`config.mk`:
```
export PLATFORM = sky130hd
export DESIGN_NAME = traffic_sensor_conditioner
export DESIGN_NICKNAME = d
export VERILOG_FILES = /design/src/rtl/traffic_sensor_conditioner.sv
export SDC_FILE = /design/constraint.sdc
export NUM_CORES = 1
export LEC_CHECK = 0
export CORE_ASPECT_RATIO = 2
export CORE_MARGIN = 3
export CORE_UTILIZATION = 55
export DETAILED_ROUTE_END_ITERATION = 8
export PLACE_DENSITY_LB_ADDON = 0.3
export SLEW_MARGIN = 10
export SYNTH_ARGS = -nofsm -noshare
export SYNTH_HDL_FRONTEND = slang
export SYNTH_SLANG_ARGS = --single-unit
```
`constraint.sdc`:
```
create_clock -name clk -period 2.53 [get_ports clk]
set_input_delay 0.506 -clock clk [delete_from_list [all_inputs] [get_ports clk]]
set_output_delay 0.506 -clock clk [all_outputs]
set_load 0.02 [all_outputs]
```
`src/rtl/traffic_sensor_conditioner.sv`:
```
// traffic_sensor_conditioner: cleans raw street A/B vehicle detectors into
// traffic-present flags TA/TB for the traffic-light controller.
// Each street gets an identical, independent channel: 2-flop synchronizer,
// debounce qualifier, gap-hold timer and saturating car counter.
// Optional feature macro: STUCK_DETECT_EN adds a sticky stuck-sensor fault
// per channel (fault_a/fault_b ports) without affecting TA/TB.

module tsc_channel #(
  parameter int DEBOUNCE_CYCLES = 4,
  parameter int HOLD_CYCLES     = 50,
  parameter int CNT_W           = 8
`ifdef STUCK_DETECT_EN
  , parameter int STUCK_CYCLES  = 1000
`endif
) (
  input  logic             clk,
  input  logic             reset,
  input  logic             raw,
  input  logic             cnt_clr,
  output logic             t,
  output logic [CNT_W-1:0] car_cnt
`ifdef STUCK_DETECT_EN
  , output logic           fault
`endif
);
  localparam int DW = $clog2(DEBOUNCE_CYCLES + 1);
  localparam int HW = $clog2(HOLD_CYCLES + 1);
  localparam logic [DW-1:0] DEB_LAST = DW'(DEBOUNCE_CYCLES - 1);
  localparam logic [HW-1:0] HOLD_MAX = HW'(HOLD_CYCLES);

  typedef enum logic [1:0] {EMPTY, OCCUPIED, HOLD} state_t;

  state_t           state, state_n;
  logic             s1, s2;
  logic [DW-1:0]    deb, deb_n;
  logic [HW-1:0]    hold, hold_n;
  logic [CNT_W-1:0] cnt_n;
  logic             inc;

  // State, synchronizer and counter registers; t is registered from next state
  always_ff @(posedge clk) begin
    if (!reset) begin
      s1      <= 1'b0;
      s2      <= 1'b0;
      state   <= EMPTY;
      deb     <= '0;
      hold    <= '0;
      car_cnt <= '0;
      t       <= 1'b0;
    end else begin
      s1      <= raw;
      s2      <= s1;
      state   <= state_n;
      deb     <= deb_n;
      hold    <= hold_n;
      car_cnt <= cnt_n;
      t       <= (state_n != EMPTY);
    end
  end

  // Next-state: debounce in EMPTY, gap-hold timing in HOLD, count on qualification
  always_comb begin
    state_n = state;
    deb_n   = deb;
    hold_n  = hold;
    inc     = 1'b0;
    case (state)
      EMPTY: begin
        if (s2) begin
          if (deb == DEB_LAST) begin
            state_n = OCCUPIED;
            deb_n   = '0;
            inc     = 1'b1;
          end else begin
            deb_n = deb + DW'(1);
          end
        end else begin
          deb_n = '0;
        end
      end
      OCCUPIED: begin
        if (!s2) begin
          state_n = HOLD;
          hold_n  = HW'(1);
        end
      end
      HOLD: begin
        // a return of the detector inside the gap is the same car: no recount
        if (s2)                    state_n = OCCUPIED;
        else if (hold == HOLD_MAX) state_n = EMPTY;
        else                       hold_n  = hold + HW'(1);
      end
      default: state_n = EMPTY;
    endcase
    // clear wins over a same-edge qualification
    cnt_n = car_cnt;
    if (cnt_clr)                      cnt_n = '0;
    else if (inc && (car_cnt != '1))  cnt_n = car_cnt + CNT_W'(1);
  end

`ifdef STUCK_DETECT_EN
  localparam int SW = $clog2(STUCK_CYCLES + 1);
  localparam logic [SW-1:0] STUCK_MAX  = SW'(STUCK_CYCLES);
  localparam logic [SW-1:0] STUCK_LAST = SW'(STUCK_CYCLES - 1);
  logic [SW-1:0] stuck;

  // Count consecutive OCCUPIED edges; fault is sticky until reset
  always_ff @(posedge clk) begin
    if (!reset) begin
      stuck <= '0;
      fault <= 1'b0;
    end else if (state == OCCUPIED) begin
      if (stuck == STUCK_LAST) fault <= 1'b1;
      if (stuck != STUCK_MAX)  stuck <= stuck + SW'(1);
    end else begin
      stuck <= '0;
    end
  end
`endif
endmodule

module traffic_sensor_conditioner #(
  parameter int DEBOUNCE_CYCLES = 4,
  parameter int HOLD_CYCLES     = 50,
  parameter int CNT_W           = 8,
  parameter int STUCK_CYCLES    = 1000
) (
  input  logic             clk,
  input  logic             reset,
  input  logic             sa_raw,
  input  logic             sb_raw,
  input  logic             cnt_clr,
  output logic             TA,
  output logic             TB,
  output logic [CNT_W-1:0] car_cnt_a,
  output logic [CNT_W-1:0] car_cnt_b
`ifdef STUCK_DETECT_EN
  , output logic           fault_a
  , output logic           fault_b
`endif
);
  localparam int NUM_LANES = 2;

  if (DEBOUNCE_CYCLES < 1 || HOLD_CYCLES < 1 || STUCK_CYCLES < 1) begin : g_bad_cfg
    $error("traffic_sensor_conditioner: cycle parameters must be >= 1");
  end

  logic [NUM_LANES-1:0]            raw, t;
  logic [NUM_LANES-1:0][CNT_W-1:0] cnt;
`ifdef STUCK_DETECT_EN
  logic [NUM_LANES-1:0]            fault;
  assign fault_a = fault[0];
  assign fault_b = fault[1];
`endif

  assign raw       = {sb_raw, sa_raw};
  assign TA        = t[0];
  assign TB        = t[1];
  assign car_cnt_a = cnt[0];
  assign car_cnt_b = cnt[1];

  for (genvar i = 0; i < NUM_LANES; i++) begin : g_ch
    tsc_channel #(
      .DEBOUNCE_CYCLES (DEBOUNCE_CYCLES),
      .HOLD_CYCLES     (HOLD_CYCLES),
      .CNT_W           (CNT_W)
`ifdef STUCK_DETECT_EN
      , .STUCK_CYCLES  (STUCK_CYCLES)
`endif
    ) u_ch (
      .clk     (clk),
      .reset   (reset),
      .raw     (raw[i]),
      .cnt_clr (cnt_clr),
      .t       (t[i]),
      .car_cnt (cnt[i])
`ifdef STUCK_DETECT_EN
      , .fault (fault[i])
`endif
    );
  end
endmodule
```
==> impl_metrics.yaml <==
logic_synthesis:
  synth_edf_count: 0
  avgSynthCellArea_sq_um: 8.85
  ys_ff_latch: 44
  synth_top_flop_cell: "dfxtp_1"
  ys_seq_area_frac: 0.408
  ys_warn_count: 0
  ys_types: 55
  synthCells: 244
  synth_area_sq_um: 2160
  syn_nets: 257
  async_flop_share: 0
cts:
  cts_buffers: 5
  clockRootBuffer: "clkbuf_8"
  cts_buffer_depth: 2
  cts_resized: 0
  cts_setup_buffers: 0
  tritoncts: "built"
  hold_buffers: 0
  h-tree-depth: 2
  insertion_delay_ns: 0.30
  clock-sinks: 44
  cts.reportedPaths.clkPinSlew_ns: 0.08
detailed_routing:
  num_vias: 1816
  wire_per_inst_um: 14.2
  drt-total-wl_mm: 4.51
  avgViaCountPerCell: 5.73
  drcViolationCount: 0
  firstDrtPassIters: 4
  drtAntennaViolNets: 0
  drt-initial-drc-count: 30
setup_path:
  crit_chain: "ha_1 > nor4b_1 > nand4_1 > or4_1 > a21oi_1"
  end_kind: "flop"
  cpPeakStageDelay_ns: 0.52
  path_class: "flop to flop"
  cp_slowest_cell: "or4_1"
  required_ns: 2.77
  crit_fanout: 6
  cp.arrival_ns: 2.20
  critPathLaunchType: "flop"
die:
  io-pin-count: 23
  initial_core_util: 0.586
  dieArea_sq_um: 4760
  die_w_um: 50.3
  die_y_um: 94.6
  rows: 31
  core-area_sq_um: 3680
sta:
  finalSetupViolations: 0
  post-route-min-period_ns: 1.97
  finClkSkew_ns: 0.00838
  timing.final.hold_violations: 0
  maxSlewViolCount: 0
  slew_headroom: 0.612
  period_share: 0.777
  rsz0062_at_grt: "false"
  max_freq_ghz: 0.509
  tightest_slew_ns: 0.576
  fin_setup_tns_ns: 0
pwr:
  powerDensity_nw_per_um2: 500
  p_leak_nw: 0.932
  ir_drop_v: 0.000347
finish:
  post-route-util: 0.685
  fill_cells: 313
  insertedDiodeCount: 0
  fin_nets: 280
  layout-drive-gt1-share: 0.0746
  syn2layout_area_growth_pct: 16.9
global_routing:
  grt_max_degree: 15
  grt_pass1_vias: 1836
  grt_usage: 0.213
  antenna_found_initial: 0
  grt-ovfl-total: 0
  grt_pass1_wl_mm: 7.86
job:
  max_cap_violations: 0
placed_design:
  dp.final_hpwl_mm: 3.32
  gp_congestion: 0.867
  io_buffer_count: 22
outcome:
  run_status: "finished clean"
hold_path:
  hold_class: "flop to flop"
==> metal layers <==
layer,up-vias,GRT usage,routed length [um]
met5,-,0,0
met4,0,0.106,111
met3,8,0.0458,117
met2,26,0.413,2590
met1,847,0.200,1690
li1,935,-,-
==> final cells by class <==
class	instances	area, sq um	area share
repair buffers	24	235	0.0932
clock buffers	6	72.6	0.0288
multi-input cells	178	1190	0.470
inverters	14	52.6	0.0208
clock inverters	2	35.0	0.0139
well taps	49	61.3	0.0243
flip-flops and latches	44	881	0.349
==> Yosys cell counts (2+ instances only) <==
master	count	share of area
a211oi_1	2	0.0070
dfxtp_1	44	0.41
o31ai_1	2	0.0070
nand2_1	10	0.017
clkbuf_1	6	0.010
or3_1	4	0.012
and3_1	5	0.014
or4_1	3	0.010
o2111ai_1	3	0.012
mux2i_1	2	0.0093
a31o_2	2	0.0081
a31oi_1	3	0.0087
nand3_1	10	0.023
nand2b_1	5	0.014
nor2_1	22	0.038
xor2_1	8	0.032
a21boi_0	2	0.0070
or2_2	2	0.0058
ha_1	8	0.046
nor2b_1	7	0.020
nand4_1	9	0.026
and2_1	5	0.014
a21oi_1	17	0.039
and4_1	2	0.0081
o211ai_1	3	0.010
inv_1	14	0.024
o21ai_0	15	0.035
or3b_2	2	0.0081
==> cells in the final DEF, fill, tap and decap left out, types with 4 or more instances in the layout <==
cell type         n
dfxtp_1          44
xor2_1            8
nor2_1           22
nand2b_1          5
a21oi_1          17
and3_1            5
clkbuf_8          5
nand3_1          10
inv_1            14
clkdlybuf4s50_1  22
nor2b_1           7
o21ai_0          15
nand4_1           9
ha_1              8
or3_1             4
and2_1            5
nand2_1          10
==> cell families (layout without fill, tap and decap cells) <==
kind of cell	after synthesis	count (layout)	synth area share
AOI/OAI and AO/OA	61	61	0.191
xor gates and xnor gates	9	9	0.0365
adders and majority gates	8	8	0.0464
buffers and inverters	22	46	0.0423
DFF	44	44	0.408
muxes	3	3	0.0145
and+or+nand+nor	97	97	0.261
==> worst max-delay path: cells and delay by family, from the launching register on <==
| kind | cells | cell delay (ns) |
|---|---|---|
| AND/OR/NAND/NOR | 3 | 1.19 |
| adder cells (fa/ha/maj) | 1 | 0.19 |
| flip-flops | 1 | 0.36 |
| AO/OA/AOI/OAI | 1 | 0.16 |
==> metrics by stage <==
stage | instances | hold slack (ns) | power [W] | cell area [sq um] | worst slack (ns)
after floorplan | 244 | 0.412 | 0.000735 | 2160 | 0.778
after global placement | 309 | 0.416 | 0.000750 | 2420 | 0.617
after detailed placement | 309 | 0.423 | 0.000751 | 2420 | 0.552
after CTS | 317 | 0.438 | 0.00127 | 2520 | 0.538
after global routing | 317 | 0.462 | 0.00131 | 2520 | 0.394
final | 317 | 0.434 | 0.00126 | 2520 | 0.563
==> registers in the layout (all words and copies together) (netlist names) <==
register	count
g_ch.u_ch.hold	12
g_ch.u_ch.t	2
g_ch.u_ch.car_cnt	16
g_ch.u_ch.s1	2
g_ch.u_ch.state	4
g_ch.u_ch.s2	2
g_ch.u_ch.deb	6
==> report_power, final <==
group | internal (W) | total [W] | leakage [nW] | switching, W
clock | 0.000293 | 0.000528 | 0.0552 | 0.000235
sequential | 0.000696 | 0.000700 | 0.355 | 0.00000400
combinational | 0.0000143 | 0.0000345 | 0.522 | 0.0000203
total | 0.00100 | 0.00126 | 0.932 | 0.000259
==> path summary, 6_finish.rpt <==
check | to | slack (ns) | depth (start not counted) | startpoint
setup / recovery | g_ch[1].u_ch.car_cnt[7] | 0.56 | 5 | g_ch[1].u_ch.deb[0]
setup reg to reg | g_ch[1].u_ch.car_cnt[7] | 0.56 | 5 | g_ch[1].u_ch.deb[0]
hold reg to reg | g_ch[1].u_ch.s2 | 0.43 | 1 | g_ch[1].u_ch.s1
hold / removal | g_ch[1].u_ch.s2 | 0.43 | 1 | g_ch[1].u_ch.s1
Note: power is estimated with default switching activity, not from simulation.
